[src/rtl/stream_deframer.sv]
// Frame locator for the FIFO wrapper's read-side word stream: header {SYNC,LEN}, LEN payload words, checksum.
// Forwards payload with SOF/EOF, checks the running sum, and keeps pass/abort/drop counters.
module stream_deframer #(
  parameter logic [7:0]  SYNC    = 8'hA5,
  parameter logic [7:0]  MAX_LEN = 8'd64,
  parameter logic [15:0] TIMEOUT = 16'd1024
) (
  input  logic        clk,
  input  logic        reset,
  input  logic [15:0] in_data,
  input  logic        in_valid,
  output logic [15:0] out_data,
  output logic        out_valid,
  output logic        out_sof,
  output logic        out_eof,
  output logic        frame_ok,
  output logic        frame_err,
  output logic [1:0]  err_code,
  output logic [15:0] ok_cnt,
  output logic [15:0] err_cnt,
  output logic [7:0]  drop_cnt,
  output logic        busy
);

  typedef enum logic [1:0] {
    S_IDLE    = 2'd0,
    S_PAYLOAD = 2'd1,
    S_CHECK   = 2'd2
  } state_t;

  state_t      state_q, state_d;
  logic [15:0] sum_q, sum_d;
  logic [7:0]  rem_q, rem_d;
  logic [15:0] idle_q, idle_d;
  logic        first_q, first_d;

  logic [15:0] out_data_q, out_data_d;
  logic        out_valid_q, out_valid_d;
  logic        out_sof_q, out_sof_d;
  logic        out_eof_q, out_eof_d;
  logic        frame_ok_q, frame_ok_d;
  logic        frame_err_q, frame_err_d;
  logic [1:0]  err_code_q, err_code_d;
  logic [15:0] ok_cnt_q, ok_cnt_d;
  logic [15:0] err_cnt_q, err_cnt_d;
  logic [7:0]  drop_cnt_q, drop_cnt_d;

  logic hdr_sync, len_ok, timeout_hit;

  assign hdr_sync = (in_data[15:8] == SYNC);
  assign len_ok   = (in_data[7:0] != 8'd0) && (in_data[7:0] <= MAX_LEN);
  // A valid word on the cycle the limit would be reached suppresses the timeout.
  assign timeout_hit = !in_valid && (state_q != S_IDLE) && (idle_q == TIMEOUT - 16'd1);

  always_ff @(posedge clk or negedge reset) begin
    if (!reset) state_q <= S_IDLE;
    else        state_q <= state_d;
  end

  always_comb begin
    state_d = state_q;
    case (state_q)
      S_IDLE:    if (in_valid && hdr_sync && len_ok) state_d = S_PAYLOAD;
      S_PAYLOAD: begin
        if (timeout_hit)                       state_d = S_IDLE;
        else if (in_valid && rem_q == 8'd1)    state_d = S_CHECK;
      end
      S_CHECK:   if (timeout_hit || in_valid) state_d = S_IDLE;
      default:   state_d = S_IDLE;
    endcase
  end

  always_comb begin
    sum_d       = sum_q;
    rem_d       = rem_q;
    first_d     = first_q;
    idle_d      = 16'd0;
    out_data_d  = out_data_q;
    out_valid_d = 1'b0;
    out_sof_d   = 1'b0;
    out_eof_d   = 1'b0;
    frame_ok_d  = 1'b0;
    frame_err_d = 1'b0;
    err_code_d  = err_code_q;
    ok_cnt_d    = ok_cnt_q;
    err_cnt_d   = err_cnt_q;
    drop_cnt_d  = drop_cnt_q;
    if (timeout_hit) begin
      frame_err_d = 1'b1;
      err_code_d  = 2'b11;
      err_cnt_d   = err_cnt_q + 16'd1;
    end else if (!in_valid) begin
      if (state_q != S_IDLE) idle_d = idle_q + 16'd1;
    end else begin
      case (state_q)
        S_IDLE: begin
          if (!hdr_sync) begin
            if (drop_cnt_q != 8'hFF) drop_cnt_d = drop_cnt_q + 8'd1;
          end else if (len_ok) begin
            sum_d   = in_data;
            rem_d   = in_data[7:0];
            first_d = 1'b1;
          end else begin
            frame_err_d = 1'b1;
            err_code_d  = 2'b01;
            err_cnt_d   = err_cnt_q + 16'd1;
          end
        end
        S_PAYLOAD: begin
          out_data_d  = in_data;
          out_valid_d = 1'b1;
          out_sof_d   = first_q;
          out_eof_d   = (rem_q == 8'd1);
          first_d     = 1'b0;
          sum_d       = sum_q + in_data;
          rem_d       = rem_q - 8'd1;
        end
        S_CHECK: begin
          if (in_data == sum_q) begin
            frame_ok_d = 1'b1;
            ok_cnt_d   = ok_cnt_q + 16'd1;
          end else begin
            frame_err_d = 1'b1;
            err_code_d  = 2'b10;
            err_cnt_d   = err_cnt_q + 16'd1;
          end
        end
        default: ;
      endcase
    end
  end

  always_ff @(posedge clk or negedge reset) begin
    if (!reset) begin
      sum_q       <= 16'd0;
      rem_q       <= 8'd0;
      idle_q      <= 16'd0;
      first_q     <= 1'b0;
      out_data_q  <= 16'd0;
      out_valid_q <= 1'b0;
      out_sof_q   <= 1'b0;
      out_eof_q   <= 1'b0;
      frame_ok_q  <= 1'b0;
      frame_err_q <= 1'b0;
      err_code_q  <= 2'b00;
      ok_cnt_q    <= 16'd0;
      err_cnt_q   <= 16'd0;
      drop_cnt_q  <= 8'd0;
    end else begin
      sum_q       <= sum_d;
      rem_q       <= rem_d;
      idle_q      <= idle_d;
      first_q     <= first_d;
      out_data_q  <= out_data_d;
      out_valid_q <= out_valid_d;
      out_sof_q   <= out_sof_d;
      out_eof_q   <= out_eof_d;
      frame_ok_q  <= frame_ok_d;
      frame_err_q <= frame_err_d;
      err_code_q  <= err_code_d;
      ok_cnt_q    <= ok_cnt_d;
      err_cnt_q   <= err_cnt_d;
      drop_cnt_q  <= drop_cnt_d;
    end
  end

  assign out_data  = out_data_q;
  assign out_valid = out_valid_q;
  assign out_sof   = out_sof_q;
  assign out_eof   = out_eof_q;
  assign frame_ok  = frame_ok_q;
  assign frame_err = frame_err_q;
  assign err_code  = err_code_q;
  assign ok_cnt    = ok_cnt_q;
  assign err_cnt   = err_cnt_q;
  assign drop_cnt  = drop_cnt_q;
  assign busy      = (state_q != S_IDLE);

endmodule

[config.mk]
export PLATFORM = sky130hd
export DESIGN_NAME = stream_deframer
export DESIGN_NICKNAME = d
export VERILOG_FILES = /design/src/rtl/stream_deframer.sv
export SDC_FILE = /design/constraint.sdc
export NUM_CORES = 1
export LEC_CHECK = 0
export ABC_AREA = 1
export BUFFER_PORTS_ARGS = -buffer_cell sky130_fd_sc_hd__clkbuf_2
export CAP_MARGIN = 20
export CORE_ASPECT_RATIO = 0.8
export CORE_UTILIZATION = 40
export CTS_CLUSTER_SIZE = 10
export DETAILED_ROUTE_END_ITERATION = 8
export GPL_TIMING_DRIVEN = 0
export PLACE_DENSITY_LB_ADDON = 0.3
export SLEW_MARGIN = 10
export SYNTH_ARGS = -nofsm -noshare
export SYNTH_HDL_FRONTEND = slang
export SYNTH_SLANG_ARGS = --single-unit
export TNS_END_PERCENT = 30
[constraint.sdc]
create_clock -name clk -period 1.9 [get_ports clk]
set_input_delay 0.38 -clock clk [delete_from_list [all_inputs] [get_ports clk]]
set_output_delay 0.38 -clock clk [all_outputs]
set_load 0.05 [all_outputs]
==> flow_summary.yaml <==
synthesis:
  synth.area.top_cells: "dfrtp_1 (41%), nand2_1 (19%), inv_1 (6.3%)"
  synth-compound-area-share_pct: 5.515
  yosys.area.top_type_share_pct: 40.74
  synth_fp_nets: 939
  synth-async-reset-ratio_pct: 100.0
  synth-seq-cells: 106
  synth_ff_type: "dfrtp_1"
  synth_edf_count: 0
  synth_top_family_by_area: "simple AND/OR/NAND/NOR gates"
  synth_top_area_cell: "dfrtp_1"
  synth_adder_area_share_pct: 4.343
  syn_area_per_cell_sq_um: 7.251
  ys_seq_area_share_pct: 40.74
  synthesis.area_sq_um: 6511
  yosysWarnings: 0
  ys_types: 38
  synth_xor_area_share_pct: 4.439
  synthMuxAreaShare_pct: 0
  synth_cells: 898
  synth-simple-area-share_pct: 35.99
power_and_ir_drop:
  power.leakage_nw: 4.049
  intPower_w: 0.005813
  comb_power_share_pct: 53.5
  seq_power_share_pct: 30.5
  power.share.switching_pct: 47.65
  peakVddDrop_uv: 521.0
  power.switching_w: 0.005291
  clockPowerShare_pct: 16.0
  p_per_area_nw_per_um2: 1415
floorplanning:
  dieHeight_microns: 116.1
  rows: 41
  dieArea_sq_um: 16800
  io_pins: 83
  core_area_sq_um: 15850
  die_x_microns: 144.6
  start_util_pct: 41.08
clock_network:
  root_buffer: "clkbuf_16"
  cts.sinks: 106
  cts_tree: "done"
  cts_buffer_depth: 2
  htreeDepth: 3
  cts.clk_slew.worst_paths_ns: 0.07
  cts_made_buffers: 9
  insertion_delay_ns: 0.36
worst_hold_path:
  min_delay_worst_endpoint: "out_data[15]"
  worstHoldPathCells: 3
  worstHoldStart: "in_data[15]"
  hp-class: "in2reg"
timing:
  worstMarginPinSlew_ns: 0.5058
  max_freq_mhz: 530.0
  fin_ws_ns: 0.01309
  slew-limit-headroom_pct: 66.28
  fin_crit_sh_pct: 99.31
  setup_viol: 0
  rsz0062_at_grt: "true"
  slew_violations: 0
  final-hold-violation-count: 0
  fin_crit_ns: 1.887
  skew_ns: 0.007553
route:
  via_per_inst: 4.923
  routed_wl_microns: 16450
  ant_nets: 0
  drc: 0
  detail_route.iter0.violations: 327
  vias: 6011
  wl_per_cell_microns: 13.47
  drt-pass1-iter-count: 7
final_layout:
  drive_above_1_share_pct: 17.79
  fill_cells: 1577
  nNetsFinal: 1042
  antenna_cells: 0
  stdcell_area_sq_um: 7849
  area_delta_synth_final_pct: 20.54
run_status:
  status: "finished clean"
grt:
  grt_max_degree: 85
  overflow: 0
  track_usage_pct: 20.79
  antenna_found_initial: 0
  grt_pass1_wl_microns: 27050
  grt_pass1_vias: 5486
job:
  cap_violations: 0
placement:
  dpl-instance-area_sq_um: 7227
  io_buffers: 82
  gp_congestion: 0.9154
  place_hpwl_microns: 12170
  pre_cts_ws_ns: -0.2749
setup_path:
  worstSetupPathType: "reg2reg"
  critPathArrivalTime_ns: 2.13
  critical_path_required_ns: 2.14
  critPathCaptureType: "flop"
  rr_worst_depth: 11
  cp_max_fo: 6
  reg2reg_setup_slack_ns: 0.01
  start_kind: "flop"
  reg2reg_from: "sum_q[6]"
  r2r-end: "err_code[1]"
==> final cells by class <==
cell class	count	area, sq um	share of cell area (%)
Tap cell	215	269.0	3.427
Sequential cell	106	2653	33.80
Buffer	20	177.7	2.264
Clock buffer	12	246.5	3.140
Timing Repair Buffer	92	544.3	6.934
Multi-Input combinational cell	657	3498	44.57
Inverter	115	434.2	5.532
Clock inverter	4	26.28	0.3348
==> cell families (layout without fill, tap and decap cells) <==
kind of cell / Yosys count / count (layout)
compound gates: 66 / 66
xor+xnor: 33 / 33
fa+ha+maj: 22 / 22
buf+inv: 135 / 243
flops: 106 / 106
simple gates: 536 / 536
==> how the worst max path moves through the flow <==
| stage | start | to | depth (start not counted) |
|---|---|---|---|
| 2_1_floorplan | in_data[0] | sum_q[4] | 11 |
| 3_3_place_gp | reset | sum_q[9] | 1 |
| 3_5_place_dp | in_data[3] | ok_cnt[2] | 11 |
| 6_report | sum_q[6] | err_code[1] | 11 |
| 5_1_grt | sum_q[3] | err_code[1] | 11 |
| 4_1_cts | sum_q[0] | sum_q[4] | 11 |
==> power by group through the flow <==
stage / logic (W) / registers [W] / clock network, W
CTS: 0.00567 / 0.00338 / 0.00184
floorplan: 0.00318 / 0.00430 / 0
global route: 0.00662 / 0.00347 / 0.00193
finish: 0.00594 / 0.00339 / 0.00177
detailed placement: 0.00545 / 0.00336 / 0
global placement: 0.00539 / 0.00335 / 0
==> through the flow <==
stage | total power [W] | hold slack (ns) | std cells | setup TNS, ns | util [%]
after floorplan | 0.007480 | 0.08441 | 898 | 0 | -
after global placement | 0.008733 | 0.4570 | 1195 | -124.85 | 45.36
after CTS | 0.01088 | 0.2715 | 1213 | 0 | 48.42
after detailed placement | 0.008807 | 0.2675 | 1196 | -7.274 | 45.59
after global routing | 0.01203 | 0.3045 | 1221 | -1.114 | 49.51
final | 0.01110 | 0.2868 | 1221 | 0 | 49.51
==> layer usage <==
layer | part of all wire (%) | track usage, % | routed length, microns
met1 | 49 | 29.79 | 8136
met2 | 43 | 31.57 | 7114
met3 | 5.4 | 4.838 | 890
met4 | 1.9 | 5.263 | 307
met5 | 0 | 0 | 0
==> placed cells by master (no fill, tap or decap), types with 2 or more instances in the layout <==
cell type	netlist	layout
a21boi_0	2	2
a21oi_1	14	14
buf_2	8	8
buf_4	4	6
buf_6	7	9
buf_8	0	2
clkbuf_1	1	3
clkbuf_16	0	10
clkbuf_2	0	81
clkbuf_8	0	2
clkinv_2	0	2
dfrtp_1	106	106
ha_1	21	7
ha_4	0	14
inv_1	109	109
inv_2	6	5
nand2_1	323	319
nand2_2	3	7
nand3_1	48	46
nand3_2	2	4
nand3_4	2	2
nand3b_1	5	5
nand4_1	37	37
nor2_1	75	72
nor2_2	4	7
nor2_4	3	3
nor3_1	19	19
nor3b_1	4	4
o21ai_0	39	35
o21ai_1	5	9
o21ai_2	2	2
o22ai_1	2	2
or2_2	4	3
xnor2_1	16	15
xor2_1	17	17
==> sequential cells by signal, indices dropped and copies added (netlist names) <==
name       cells
err_cnt       16
idle_q        16
ok_cnt        16
out_data      16
sum_q         16
drop_cnt       8
rem_q          8
err_code       2
state_q        2
first_q        1
frame_err      1
frame_ok       1
out_eof        1
out_sof        1
out_valid      1
==> synthesized netlist by cell type, types with 2 or more instances <==
cell type	n
nand2_4	2
nor2_1	75
xnor2_1	16
nand3_1	48
o21ai_1	5
nand2_1	323
o21ai_2	2
a21boi_0	2
or2_2	4
dfrtp_1	106
o22ai_1	2
buf_6	7
nand2_2	3
nand3_2	2
a21oi_1	14
o21ai_0	39
nand3b_1	5
inv_2	6
inv_1	109
nor3b_1	4
buf_4	4
nor3_1	19
buf_2	8
nor2_4	3
ha_1	21
xor2_1	17
nor2_2	4
nand3_4	2
nand4_1	37
==> critical path, stage by stage (launching register included) <==
cell       delay [ns]
dfrtp_1          0.42
ha_4             0.28
nor2_2           0.08
nand2_1          0.06
nor2_2           0.14
nand4_1          0.17
nand2_1          0.13
nand2_2          0.09
buf_6            0.15
clkbuf_16        0.15
nand4_1          0.06
nand2_1          0.06
==> what timing repair did <==
| item | CTS | global route |
|---|---|---|
| gates resized for setup | 18 | 24 |
| hold endpoints to repair | 22 | 0 |
| endpoints found under the setup margin | 27 | 33 |
| pin swaps | 2 | 23 |
| cloned | 0 | 2 |
| hold buffers | 1 | 0 |
| setup buffers | 0 | 6 |
Power figures use the tool's default switching activity.
